File: config.mk
export PLATFORM = sky130hd
export DESIGN_NAME = intra_resid_gen
export DESIGN_NICKNAME = d
export VERILOG_FILES = /design/src/rtl/intra_resid_pkg.sv /design/src/rtl/resid_lane_sad.sv /design/src/rtl/intra_resid_gen.sv
export SDC_FILE = /design/constraint.sdc
export NUM_CORES = 2
export LEC_CHECK = 0
export ABC_CLOCK_PERIOD_IN_PS = 90500
export BUFFER_PORTS_ARGS = -buffer_cell sky130_fd_sc_hd__buf_4
export CAP_MARGIN = 20
export CORE_ASPECT_RATIO = 0.5
export CORE_MARGIN = 2
export CORE_UTILIZATION = 25
export DETAILED_ROUTE_END_ITERATION = 10
export PLACE_DENSITY = 0.48
export SETUP_SLACK_MARGIN = 0.15
export SLEW_MARGIN = 30
export SYNTH_ARGS = -nofsm -noshare
export SYNTH_HDL_FRONTEND = slang
export SYNTH_HIERARCHICAL = 1
export SYNTH_SLANG_ARGS = --single-unit
File: constraint.sdc
create_clock -name clk -period 90.5 [get_ports clk]
set_input_delay 18.1 -clock clk [delete_from_list [all_inputs] [get_ports clk]]
set_output_delay 18.1 -clock clk [all_outputs]
set_load 0.05 [all_outputs]
File: src/rtl/intra_resid_pkg.sv
// Shared constants for the intra residual generator.
//   LANES      pixel lanes per beat
//   PIX_W      unsigned pixel width
//   RES_W      signed residual width (one extra bit for the sign)
//   BEAT_SAD_W width of one beat's SAD (32 * 255 = 8160)
//   SAD_W      width of a block SAD (32 * 32 * 255 = 261120)
//   CNT_W      beat counter width (covers up to 32 beats per block)
package intra_resid_pkg;

  localparam int unsigned LANES      = 32;
  localparam int unsigned PIX_W      = 8;
  localparam int unsigned RES_W      = 9;
  localparam int unsigned BEAT_SAD_W = 13;
  localparam int unsigned SAD_W      = 18;
  localparam int unsigned CNT_W      = 5;

  localparam int unsigned PIX_BUS_W = LANES * PIX_W;
  localparam int unsigned RES_BUS_W = LANES * RES_W;

endpackage

File: src/rtl/resid_lane_sad.sv
// Combinational residual and beat-SAD datapath.
// Ports:
//   ref_dat   in  256  reference pixels, lane i at [8i+7:8i], unsigned
//   pred_dat  in  256  predicted pixels, same layout
//   resid     out 288  ref - pred per lane, lane i at [9i+8:9i], two's complement
//   beat_sad  out 13   sum over lanes of |ref - pred|
module resid_lane_sad
  import intra_resid_pkg::*;
(
  input  logic [PIX_BUS_W-1:0]  ref_dat,
  input  logic [PIX_BUS_W-1:0]  pred_dat,
  output logic [RES_BUS_W-1:0]  resid,
  output logic [BEAT_SAD_W-1:0] beat_sad
);

  // Adder tree levels, 32 -> 16 -> 8 -> 4 -> 2 -> 1.
  logic [BEAT_SAD_W-1:0] lvl0 [LANES];
  logic [BEAT_SAD_W-1:0] lvl1 [LANES/2];
  logic [BEAT_SAD_W-1:0] lvl2 [LANES/4];
  logic [BEAT_SAD_W-1:0] lvl3 [LANES/8];
  logic [BEAT_SAD_W-1:0] lvl4 [LANES/16];

  for (genvar i = 0; i < LANES; i++) begin : g_lane
    logic [PIX_W-1:0] r;
    logic [PIX_W-1:0] p;
    assign r = ref_dat[i*PIX_W +: PIX_W];
    assign p = pred_dat[i*PIX_W +: PIX_W];
    // Zero-extend both operands so the 9-bit difference carries the sign.
    assign resid[i*RES_W +: RES_W] = {1'b0, r} - {1'b0, p};
    // Magnitude taken from the unsigned operands directly, avoiding a negate.
    assign lvl0[i] = (r >= p) ? BEAT_SAD_W'(r - p) : BEAT_SAD_W'(p - r);
  end

  for (genvar i = 0; i < LANES/2; i++) begin : g_l1
    assign lvl1[i] = lvl0[2*i] + lvl0[2*i+1];
  end
  for (genvar i = 0; i < LANES/4; i++) begin : g_l2
    assign lvl2[i] = lvl1[2*i] + lvl1[2*i+1];
  end
  for (genvar i = 0; i < LANES/8; i++) begin : g_l3
    assign lvl3[i] = lvl2[2*i] + lvl2[2*i+1];
  end
  for (genvar i = 0; i < LANES/16; i++) begin : g_l4
    assign lvl4[i] = lvl3[2*i] + lvl3[2*i+1];
  end

  assign beat_sad = lvl4[0] + lvl4[1];

endmodule

File: src/rtl/intra_resid_gen.sv
// Joins one reference beat and one prediction beat, forks the result to
// independent residual / prediction / reference outputs, and accumulates a
// per-block SAD.
// Ports:
//   clk, arst                           clock, async active-high reset
//   ref_src_rsc_dat/_vld/_rdy           256-bit reference input stream
//   pred_src_rsc_dat/_vld/_rdy          256-bit prediction input stream
//   resid_out_rsc_dat/_vld/_rdy         288-bit residual output stream
//   pred_out_rsc_dat/_vld/_rdy          forwarded prediction
//   ref_out_rsc_dat/_vld/_rdy           forwarded reference
//   sad_out_rsc_dat/_vld/_rdy           18-bit block SAD, one per block
// Parameter BEATS_PER_BLOCK: beats per transform block, 1..32.
module intra_resid_gen
  import intra_resid_pkg::*;
#(
  parameter int unsigned BEATS_PER_BLOCK = 32
) (
  input  logic                 clk,
  input  logic                 arst,
  input  logic [PIX_BUS_W-1:0] ref_src_rsc_dat,
  input  logic                 ref_src_rsc_vld,
  output logic                 ref_src_rsc_rdy,
  input  logic [PIX_BUS_W-1:0] pred_src_rsc_dat,
  input  logic                 pred_src_rsc_vld,
  output logic                 pred_src_rsc_rdy,
  output logic [RES_BUS_W-1:0] resid_out_rsc_dat,
  output logic                 resid_out_rsc_vld,
  input  logic                 resid_out_rsc_rdy,
  output logic [PIX_BUS_W-1:0] pred_out_rsc_dat,
  output logic                 pred_out_rsc_vld,
  input  logic                 pred_out_rsc_rdy,
  output logic [PIX_BUS_W-1:0] ref_out_rsc_dat,
  output logic                 ref_out_rsc_vld,
  input  logic                 ref_out_rsc_rdy,
  output logic [SAD_W-1:0]     sad_out_rsc_dat,
  output logic                 sad_out_rsc_vld,
  input  logic                 sad_out_rsc_rdy
);

  localparam logic [CNT_W-1:0] LAST_IDX = CNT_W'(BEATS_PER_BLOCK - 1);

  logic [RES_BUS_W-1:0]  resid;
  logic [BEAT_SAD_W-1:0] beat_sad;

  resid_lane_sad u_lane_sad (
    .ref_dat  (ref_src_rsc_dat),
    .pred_dat (pred_src_rsc_dat),
    .resid    (resid),
    .beat_sad (beat_sad)
  );

  logic [CNT_W-1:0] beat_cnt;
  logic [SAD_W-1:0] acc;
  logic [SAD_W-1:0] acc_next;
  logic             stage_free;
  logic             last_beat;
  logic             take;
  logic             join_beat;

  always_comb begin
    // Each output slot is reusable if empty or draining this cycle.
    stage_free = (!resid_out_rsc_vld || resid_out_rsc_rdy) &&
                 (!pred_out_rsc_vld  || pred_out_rsc_rdy)  &&
                 (!ref_out_rsc_vld   || ref_out_rsc_rdy);
    last_beat  = (beat_cnt == LAST_IDX);
    // An undrained block SAD only blocks the beat that would overwrite it.
    take       = stage_free && !(last_beat && sad_out_rsc_vld && !sad_out_rsc_rdy);
    join_beat  = take && ref_src_rsc_vld && pred_src_rsc_vld;
    // Beat 0 restarts the sum, which also covers single-beat blocks.
    acc_next   = ((beat_cnt == '0) ? '0 : acc) + SAD_W'(beat_sad);
  end

  // Each side is only ready when the other side is offering, so neither
  // input can be consumed alone.
  assign ref_src_rsc_rdy  = !arst && take && pred_src_rsc_vld;
  assign pred_src_rsc_rdy = !arst && take && ref_src_rsc_vld;

  always_ff @(posedge clk or posedge arst) begin
    if (arst) begin
      resid_out_rsc_dat <= '0;
      resid_out_rsc_vld <= 1'b0;
      pred_out_rsc_dat  <= '0;
      pred_out_rsc_vld  <= 1'b0;
      ref_out_rsc_dat   <= '0;
      ref_out_rsc_vld   <= 1'b0;
      sad_out_rsc_dat   <= '0;
      sad_out_rsc_vld   <= 1'b0;
      beat_cnt          <= '0;
      acc               <= '0;
    end else begin
      if (join_beat) begin
        resid_out_rsc_dat <= resid;
        pred_out_rsc_dat  <= pred_src_rsc_dat;
        ref_out_rsc_dat   <= ref_src_rsc_dat;
        resid_out_rsc_vld <= 1'b1;
        pred_out_rsc_vld  <= 1'b1;
        ref_out_rsc_vld   <= 1'b1;
        beat_cnt          <= last_beat ? '0 : beat_cnt + 1'b1;
        acc               <= acc_next;
      end else begin
        if (resid_out_rsc_rdy) resid_out_rsc_vld <= 1'b0;
        if (pred_out_rsc_rdy)  pred_out_rsc_vld  <= 1'b0;
        if (ref_out_rsc_rdy)   ref_out_rsc_vld   <= 1'b0;
      end

      if (join_beat && last_beat) begin
        sad_out_rsc_dat <= acc_next;
        sad_out_rsc_vld <= 1'b1;
      end else if (sad_out_rsc_rdy) begin
        sad_out_rsc_vld <= 1'b0;
      end
    end
  end

endmodule

==> flow_metrics.tcl <==
set metrics [dict create \
    relSlewSlack 0.299 \
    tightest_slew_ns 1.05 \
    cap_violations 0 \
    coreArea_mm2 0.260 \
    grt_util_met1 0.279 \
    fin_skew_ns 0.0385 \
    netlist_area_mm2 0.0655 \
    grt_use_met3 0.0332 \
    syn-num-nets 9364 \
    antenna_found_initial 17 \
    io_buffers 1343 \
    cts_max_path_buffers 3 \
    async_reset_ff_frac 1.00 \
    cp.required_ns 72.40 \
    synth-seq-cells 845 \
    synth_edf_count 0 \
    dpl.hpwl_mm 237 \
    num_io_pins 1344 \
    drtAntennaViolNets 0 \
    area_growth_pct 24.8 \
    first_iter_violations 4442 \
    grt.total_usage 0.209 \
    num_vias 56500 \
    ys_seq_area_frac 0.323 \
    grt_pass1_vias 55400 \
    grt_use_met2 0.351 \
    status "complete, no violations" \
    ctsHoldBuffers 0 \
    cts_num_sinks 845 \
    syn_avg_cell_area_um2 8.26 \
    yosysWarnings 6 \
    final_common_cell "nand2_1" \
    top_usage_layer "met2" \
    grt_max_degree 184 \
    cts_tree "yes" \
    fp.dieArea_mm2 0.267 \
    hold_viol 0 \
    critPathLaunchType "input pin" \
    path_clk_slew_ns 0.06 \
    grt_pass1_wl_mm 408 \
    fin_crit_sh 0.419 \
    die_w_um 728 \
    clk_latency_ns 0.74 \
    drc 0 \
    synth_ff_type "dfrtp_1" \
    slew_violations 0 \
    cp_max_fo 2 \
    rows 132 \
    htreeDepth 3 \
    mostFrequentLayoutCells "nand2_1, buf_4, inv_1" \
    place_congestion 0.902 \
    fin_tns_setup_ns 0 \
    report.final.setup_viol 0 \
    rsz0062_at_grt "false" \
    ctsResizeCount 0 \
    drive_above_1_share 0.180 \
    final_nets 10500 \
    synthCells 7938 \
    cts_setup_buffers 0 \
    end_kind "output pin" \
    grt_overflow 0 \
    cts-root-buf "clkbuf_16" \
    final.min_clock_period_ns 37.95 \
    crit_arrival_ns 19.85 \
    vias_per_cell 4.48 \
    die_h_um 366 \
    fmax_mhz 26.4 \
    cts_buffers 94 \
    critPathKind "in -> out" \
    first_pass_iters 6 \
    routed_wl_mm 288 \
    post_drt_wl_per_cell_um 22.8 \
    start_util 0.252 \
    hold_class "reg -> reg" \
    synth_cell_types 87 \
]
registers in the layout, indices dropped and copies added, names as in the netlist:
| register | cells |
|---|---|
| resid_out_rsc_dat | 288 |
| resid_out_rsc_vld | 1 |
| pred_out_rsc_dat | 256 |
| ref_out_rsc_dat | 256 |
| acc | 18 |
| sad_out_rsc_vld | 1 |
| sad_out_rsc_dat | 18 |
| beat_cnt | 5 |
| pred_out_rsc_vld | 1 |
| ref_out_rsc_vld | 1 |
worst max-delay path, stage by stage:
cell and delay, ns:
buf_4 0.12, nor2b_1 0.69, a21oi_1 0.17, and3_1 0.44
buf_4 0.30
cell usage after synthesis, types with 54 or more instances:
master | number | share of area
a21o_1 | 138 | 0.016
ha_1 | 557 | 0.11
dfrtp_1 | 845 | 0.32
nor2b_1 | 72 | 0.0069
xor2_1 | 123 | 0.016
clkbuf_1 | 131 | 0.0075
buf_2 | 199 | 0.015
nand2b_1 | 86 | 0.0082
nor2_1 | 306 | 0.018
o21bai_1 | 66 | 0.0076
o21ai_0 | 205 | 0.016
nor3_1 | 76 | 0.0058
inv_1 | 954 | 0.055
nand2_1 | 2606 | 0.15
fa_1 | 349 | 0.11
mux2_2 | 54 | 0.0093
xnor2_1 | 222 | 0.030
mux2i_1 | 124 | 0.019
a21oi_1 | 243 | 0.019
o21a_1 | 63 | 0.0072
metal layers:
layer  vias up  routed length (um)
li1      27200                   -
met1     27800              128000
met2      1200              138000
met3       296               13300
met4         0                8650
met5         -                   0
area by class of cell:
class                   instances  area, um^2
well taps                    3484        4360
inverters                     954        3590
multi-input cells            5777       39100
fillers                     27800      178000
clock buffers                 124        2590
repair buffers               1376       10400
flip-flops and latches        845       21100
diodes                         12        30.0
clock inverters                48         519
final timing paths:
kind / endpoint / start / cells after the start / slack [ns]
max: ref_src_rsc_rdy / sad_out_rsc_rdy / 5 / 52.55
min: acc[6] / acc[6] / 2 / 0.47
min in group asynchronous: ref_out_rsc_dat[82] / arst / 2 / 17.51
max in group asynchronous: pred_out_rsc_dat[176] / arst / 5 / 70.76
min reg2reg: acc[6] / acc[6] / 2 / 0.47
max reg2reg: pred_out_rsc_dat[187] / beat_cnt[0] / 11 / 85.48
per-stage QoR:
step           area [um^2]  setup WS (ns)  instances  hold WS, ns  utilization
3_3_place_gp         78500          52.41      12400        0.452        0.302
4_1_cts              81700          52.47      12600        0.470        0.314
3_5_place_dp         78500          52.48      12400        0.454        0.302
6_report             81800          52.55      12600        0.468        0.315
2_1_floorplan        65500          48.66       7938        0.437            -
5_1_grt              81800          52.51      12600        0.492        0.315
logic make-up after synthesis:
kind of cell	share of synthesized area
AND/OR/NAND/NOR	0.207
buffers and inverters	0.0814
multiplexers	0.0284
XOR/XNOR	0.0461
AO/OA/AOI/OAI	0.102
adder cells (fa/ha/maj)	0.213
flip-flops	0.323
Power is not shown: default switching activity piles up to over one toggle a cycle in this logic, so the estimate is an artifact.
